<file path="src/rtl/pipelined_cla_adder.sv">
// Pipelined carry-lookahead adder with valid/ready handshaking.
//
// The operands are cut into STAGES equal slices. Stage k adds slice k using
// GROUP-bit lookahead groups, with group carries rippling across the slice.
// Each stage registers its slice carry-out for the next stage. It also
// forwards the operand bits not yet consumed and the sum bits already
// produced, so every beat stays aligned as it moves down the pipe.
//
// Optional build macro:
//   CLA_SUB_EN - adds a 'sub' input sampled with a/b. When sub=1 the block
//                computes a - b - c0 as a + ~b + !c0, and cout reads as
//                "no borrow".
module pipelined_cla_adder #(
    parameter int WIDTH  = 64,
    parameter int GROUP  = 2,
    parameter int STAGES = 2
) (
    input  logic             clk,
    input  logic             rst_n,
    input  logic             in_valid,
    output logic             in_ready,
    input  logic [WIDTH-1:0] a,
    input  logic [WIDTH-1:0] b,
    input  logic             c0,
`ifdef CLA_SUB_EN
    input  logic             sub,
`endif
    output logic             out_valid,
    input  logic             out_ready,
    output logic [WIDTH-1:0] s,
    output logic             cout,
    output logic             ovf,
    output logic             zero
);

    // Guarded divisors keep an illegal configuration from dividing by zero
    // before the checks below report it.
    localparam int STAGES_G = (STAGES < 1) ? 1 : STAGES;
    localparam int GROUP_G  = (GROUP < 1) ? 1 : GROUP;
    localparam int SLICE    = WIDTH / STAGES_G;
    localparam int NGRP     = SLICE / GROUP_G;

    if (STAGES < 1 || STAGES > 4) begin : g_bad_stages
        $error("pipelined_cla_adder: STAGES must be in 1..4");
    end
    if (GROUP < 1 || (WIDTH % (STAGES_G * GROUP_G)) != 0) begin : g_bad_split
        $error("pipelined_cla_adder: WIDTH must be divisible by STAGES*GROUP");
    end

    // One slice of the adder. Inside each GROUP-bit group, every carry is
    // written in sum-of-products lookahead form over the group generate and
    // propagate terms. The group carry-out then feeds the next group.
    // Returns {carry_out, sum}.
    function automatic logic [SLICE:0] cla_slice(
        input logic [SLICE-1:0] x,
        input logic [SLICE-1:0] y,
        input logic             ci
    );
        logic [SLICE-1:0] p;
        logic [SLICE-1:0] g;
        logic [SLICE-1:0] sum;
        logic             cg;
        logic             c;
        logic             pall;
        int               base;
        // NOTE: blocking assignments are correct here because this is pure
        // combinational evaluation in order. Clocked state below uses <=
        // only, so each stage samples its predecessor's pre-edge value.
        p   = x ^ y;
        g   = x & y;
        cg  = ci;
        sum = '0;
        for (int grp = 0; grp < NGRP; grp++) begin
            base = grp * GROUP_G;
            // i == GROUP_G produces the group carry-out.
            for (int i = 0; i <= GROUP_G; i++) begin
                c    = 1'b0;
                pall = 1'b1;
                for (int j = i - 1; j >= 0; j--) begin
                    c    = c | (pall & g[base + j]);
                    pall = pall & p[base + j];
                end
                c = c | (pall & cg);
                if (i < GROUP_G) begin
                    sum[base + i] = p[base + i] ^ c;
                end else begin
                    cg = c;
                end
            end
        end
        return {cg, sum};
    endfunction

    // Effective B operand and carry-in. Subtraction is folded in here, so
    // every stage downstream only sees an adder.
    logic [WIDTH-1:0] b_eff;
    logic             c_in;

`ifdef CLA_SUB_EN
    // Subtraction inverts B and the carry-in: a + ~b + !c0 == a - b - c0.
    always_comb begin
        b_eff = sub ? ~b : b;
        c_in  = sub ? ~c0 : c0;
    end
`else
    assign b_eff = b;
    assign c_in  = c0;
`endif

    logic ready_q;
    logic v_first;
    logic v_last;
    logic adv;

    // All stages past the first move together. They hold whenever the
    // output beat is stalled.
    assign adv = !v_last || out_ready;

    // Stage 0 can refill while the rest of the pipe is stalled, as long as
    // stage 0 itself is empty.
    assign in_ready = ready_q && (!v_first || adv);

    // Keeps in_ready low during reset. It rises at the first edge after
    // reset is released.
    always_ff @(posedge clk or negedge rst_n) begin
        if (!rst_n) begin
            ready_q <= 1'b0;
        end else begin
            ready_q <= 1'b1;
        end
    end

    for (genvar k = 0; k < STAGES_G; k++) begin : g_st
        // LO: sum bits known after this stage.
        // REM: operand bits still to be added at this stage's input.
        localparam int LO  = (k + 1) * SLICE;
        localparam int REM = WIDTH - k * SLICE;

        logic [REM-1:0] op_a;
        logic [REM-1:0] op_b;
        logic           cin_k;
        logic           v_in;
        logic           en;
        logic [SLICE:0] res;
        logic [LO-1:0]  s_d;
        logic           v_q;
        logic [LO-1:0]  s_q;

        if (k == 0) begin : g_src
            assign op_a  = a;
            assign op_b  = b_eff;
            assign cin_k = c_in;
            assign v_in  = in_valid;
            assign en    = in_ready;
            assign s_d   = res[SLICE-1:0];
        end else begin : g_src
            assign op_a  = g_st[k-1].g_fwd.a_q;
            assign op_b  = g_st[k-1].g_fwd.b_q;
            assign cin_k = g_st[k-1].g_fwd.cy_q;
            assign v_in  = g_st[k-1].v_q;
            assign en    = adv;
            assign s_d   = {res[SLICE-1:0], g_st[k-1].s_q};
        end

        assign res = cla_slice(op_a[SLICE-1:0], op_b[SLICE-1:0], cin_k);

        // Stage valid bit and accumulated low sum bits. A bubble moves the
        // valid bit but leaves the data registers untouched.
        always_ff @(posedge clk or negedge rst_n) begin
            if (!rst_n) begin
                // NOTE: datapath registers are cleared as well as the valid
                // bits, so s and the flags read 0 during and after reset.
                v_q <= 1'b0;
                s_q <= '0;
            end else if (en) begin
                v_q <= v_in;
                if (v_in) begin
                    s_q <= s_d;
                end
            end
        end

        if (k < STAGES_G - 1) begin : g_fwd
            logic [REM-SLICE-1:0] a_q;
            logic [REM-SLICE-1:0] b_q;
            logic                 cy_q;

            // Skew registers: unconsumed upper operand bits plus the
            // carry-out of this slice, handed to the next stage.
            always_ff @(posedge clk or negedge rst_n) begin
                if (!rst_n) begin
                    a_q  <= '0;
                    b_q  <= '0;
                    cy_q <= 1'b0;
                end else if (en && v_in) begin
                    a_q  <= op_a[REM-1:SLICE];
                    b_q  <= op_b[REM-1:SLICE];
                    cy_q <= res[SLICE];
                end
            end
        end else begin : g_fin
            logic cout_q;
            logic ovf_q;
            logic zero_q;

            // Result flags. They are formed in the final stage, where the
            // top slice and the full sum are available.
            always_ff @(posedge clk or negedge rst_n) begin
                if (!rst_n) begin
                    cout_q <= 1'b0;
                    ovf_q  <= 1'b0;
                    zero_q <= 1'b0;
                end else if (en && v_in) begin
                    cout_q <= res[SLICE];
                    ovf_q  <= (op_a[SLICE-1] == op_b[SLICE-1]) &&
                              (res[SLICE-1] != op_a[SLICE-1]);
                    zero_q <= (s_d == '0);
                end
            end
        end
    end

    assign v_first   = g_st[0].v_q;
    assign v_last    = g_st[STAGES_G-1].v_q;
    assign out_valid = v_last;
    assign s         = g_st[STAGES_G-1].s_q;
    assign cout      = g_st[STAGES_G-1].g_fin.cout_q;
    assign ovf       = g_st[STAGES_G-1].g_fin.ovf_q;
    assign zero      = g_st[STAGES_G-1].g_fin.zero_q;

endmodule
</file>
<file path="config.mk">
export PLATFORM = sky130hd
export DESIGN_NAME = pipelined_cla_adder
export DESIGN_NICKNAME = d
export VERILOG_FILES = /design/src/rtl/pipelined_cla_adder.sv
export SDC_FILE = /design/constraint.sdc
export NUM_CORES = 1
export LEC_CHECK = 0
export ABC_AREA = 1
export CAP_MARGIN = 20
export CELL_PAD_IN_SITES_DETAIL_PLACEMENT = 1
export CELL_PAD_IN_SITES_GLOBAL_PLACEMENT = 1
export CORE_MARGIN = 10
export CORE_UTILIZATION = 38
export CTS_CLUSTER_SIZE = 20
export DETAILED_ROUTE_END_ITERATION = 10
export GPL_TIMING_DRIVEN = 1
export PLACE_DENSITY = 0.89
export SYNTH_ARGS = -nofsm -noshare
export SYNTH_HDL_FRONTEND = slang
export SYNTH_SLANG_ARGS = --single-unit
</file>
<file path="constraint.sdc">
create_clock -name clk -period 4.64 [get_ports clk]
set_clock_uncertainty 0.15 [all_clocks]
set_input_delay 0.464 -clock clk [delete_from_list [all_inputs] [get_ports clk]]
set_output_delay 0.464 -clock clk [all_outputs]
set_load 0.1 [all_outputs]
</file>
==> results.toml <==
[outcome]
status = "finished, violations left"
violations = "hold timing"

[routing]
viasPerCell = 4.84
drc = 0
vias = 7359
drt_wl_total_um = 27400
routedWlPerCell_um = 18.0
drtIter0Drc = 409
ant_nets = 0
first_pass_iters = 4

[synthesis]
ys_warn_count = 0
synth.distinct_cells = 24
yosysTopAreaCellShare_pct = 47.3
synthesis.area_mm2 = 0.00884
avgSynthCellArea_um2 = 8.90
synth_top_area_cell = "dfrtp_1"
syn_inst = 993
synthTopCellsByArea = "dfrtp_1 47%, nand2_1 19%, ha_1 9.1%"
syn-num-nets = 1222
synth_seq_cells = 167
synth_seq_area_share_pct = 47.3

[placement]
portBuffers = 201
pre_cts_ws_ns = 0.281
place.gp.congestion = 0.821
placed_cells = 1482
placed_cell_area_mm2 = 0.0112
post-dp-hpwl_um = 20400

[sta]
fin_crit_sh_pct = 93.9
report.final.setup_viol = 0
layout_setup_ws_ns = 0.284
hold_viol_final = 3
clock.fmax_mhz = 230
worstMarginPinSlew_ns = 1.05
relSlewSlack_pct = 29.8
fin_crit_ns = 4.36
hold_ws_ns = -0.00869
drv_slew = 0

[die]
dieWidth_um = 173
die_h_um = 173
dieArea_mm2 = 0.0298
core_area_mm2 = 0.0228
num_rows = 55
start_util_pct = 38.8
ios = 202

[worst_setup_path]
slowest_delay_ns = 0.43
required_ns = 4.85
critical_path.top_delay_family = "simple AND/OR/NAND/NOR gates"
worstSetupPathType = "reg2reg"
worst_setup_path_start_kind = "register"
timing.rr.end = "zero"
r2r_setup_slack_ns = 0.28
path_max_fanout = 2
crit_path_frequent_cell = "nand2_2"
endpoint_kind = "register"
crit_slowest_cell = "fa_2"
worstRegToRegCells = 38
rr_startpoint = "g_st[0].g_fwd.b_q[2]"
arrival_ns = 4.57
critPathBufInv = 1

[power]
p_per_area_mw_per_mm2 = 624
leakagePower_nw = 5.97
peakVddDrop_v = 0.000269

[cts]
insertion_delay_ns = 0.43
cts_tree = "built"
cts_buffers = 17
cts.htree.levels = 4
clockBufferDepth = 2
clkTransAtPathRegs_ns = 0.07
cts.sinks = 167
cts-root-buf = "clkbuf_16"

[finish]
syn_to_final_growth_pct = 34.5
final_cell_mix = "443 x nand2_1, 200 x clkdlybuf4s50_1, 167 x dfrtp_1, 62 x ha_1, 56 x nand2_2"
final_cells = 1520
fillers = 2654
nets = 1420
final_common_cell = "nand2_1"
drive_above_1_share_pct = 9.39
fin_area_mm2 = 0.0119

[run]
drv_cap = 0

[grt]
grt_pass1_wl_um = 43600
grt.overflow.total = 0
grt_pass1_vias = 8305
gr-usage-all-layers_pct = 18.0
grt_max_degree = 105
antenna_found_initial = 3

[worst_hold_path]
min_path_type = "in2async"
[how the worst max path moves through the flow]
stage                              start  endpoint  cells past startpoint
floorplan           g_st[0].g_fwd.a_q[3]      zero                     38
global placement    g_st[0].g_fwd.a_q[3]      zero                     38
detailed placement  g_st[0].g_fwd.a_q[3]      zero                     38
CTS                 g_st[0].g_fwd.a_q[3]      zero                     38
global route        g_st[0].g_fwd.b_q[2]      zero                     38
finish              g_st[0].g_fwd.b_q[2]      zero                     38
[routing by layer]
layer | share of wire (%) | global-route usage, %
met5 | 0 | 0
met4 | 2.4 | 7.32
met3 | 3.7 | 3.85
met2 | 53 | 32.0
met1 | 41 | 20.4
[per-stage QoR]
step	utilization, %	power [mW]	setup TNS [ns]
2_1_floorplan	-	4.86	0
3_3_place_gp	49.1	5.86	0
3_5_place_dp	49.1	5.99	0
4_1_cts	51.7	7.44	0
5_1_grt	52.2	7.81	-0.0644
6_report	52.2	7.41	0
[synth_stat cells]
library cell	instances
conb_1	1
nor2_1	5
ha_1	64
o31ai_1	1
xor2_1	16
nor4_1	16
dfrtp_1	167
nand2_1	446
nand2_2	54
a21oi_1	28
clkinv_1	2
inv_1	54
buf_6	1
and2_1	1
nand3_2	1
fa_1	32
nand3_1	2
xnor2_1	17
nand4_1	4
clkbuf_1	32
o21ai_0	43
inv_2	2
a211oi_1	2
a21oi_2	2
[registers in the layout, summed over array words and instances (netlist names)]
| signal | flops |
|---|---|
| cout | 1 |
| g_st.g_fwd.a_q | 32 |
| g_st.g_fwd.b_q | 32 |
| g_st.g_fwd.cy_q | 1 |
| g_st.s_q | 32 |
| g_st.v_q | 1 |
| out_valid | 1 |
| ovf | 1 |
| ready_q | 1 |
| s | 64 |
| zero | 1 |
[where the power goes]
group	total (mW)	switching [mW]	internal (mW)	leakage, nW
clock	1.42	0.645	0.771	0.274
sequential	2.18	0.309	1.87	2.08
combinational	3.82	2.82	1.00	3.62
[timing repair]
item                                    4_1_cts  5_1_grt
endpoints found under the hold margin         0        0
setup buffers                                 0        1
gates resized for setup                       0        9
hold buffers                                  0        0
endpoints found under the setup margin        0        1
[logic make-up after synthesis]
| kind of cell | after synthesis | synth area share (%) |
|---|---|---|
| AOI/OAI and AO/OA | 76 | 4.47 |
| xor gates and xnor gates | 33 | 3.27 |
| adders and majority gates | 96 | 16.3 |
| buffers and inverters | 91 | 3.95 |
| DFF | 167 | 47.3 |
| other | 1 | 0.0424 |
| and+or+nand+nor | 529 | 24.7 |
[layout make-up]
type                            count  area, µm²  share of cell area, %
Timing Repair Buffer              212       2130                   17.9
Sequential cell                   167       4180                   35.2
Multi-Input combinational cell    735       4380                   36.9
Inverter                           58        218                   1.83
Antenna cell                        3       7.51                 0.0632
Clock buffer                       19        443                   3.73
Clock inverter                     13        134                   1.13
Tap cell                          313        392                   3.30
Power figures use the tool's default switching activity.
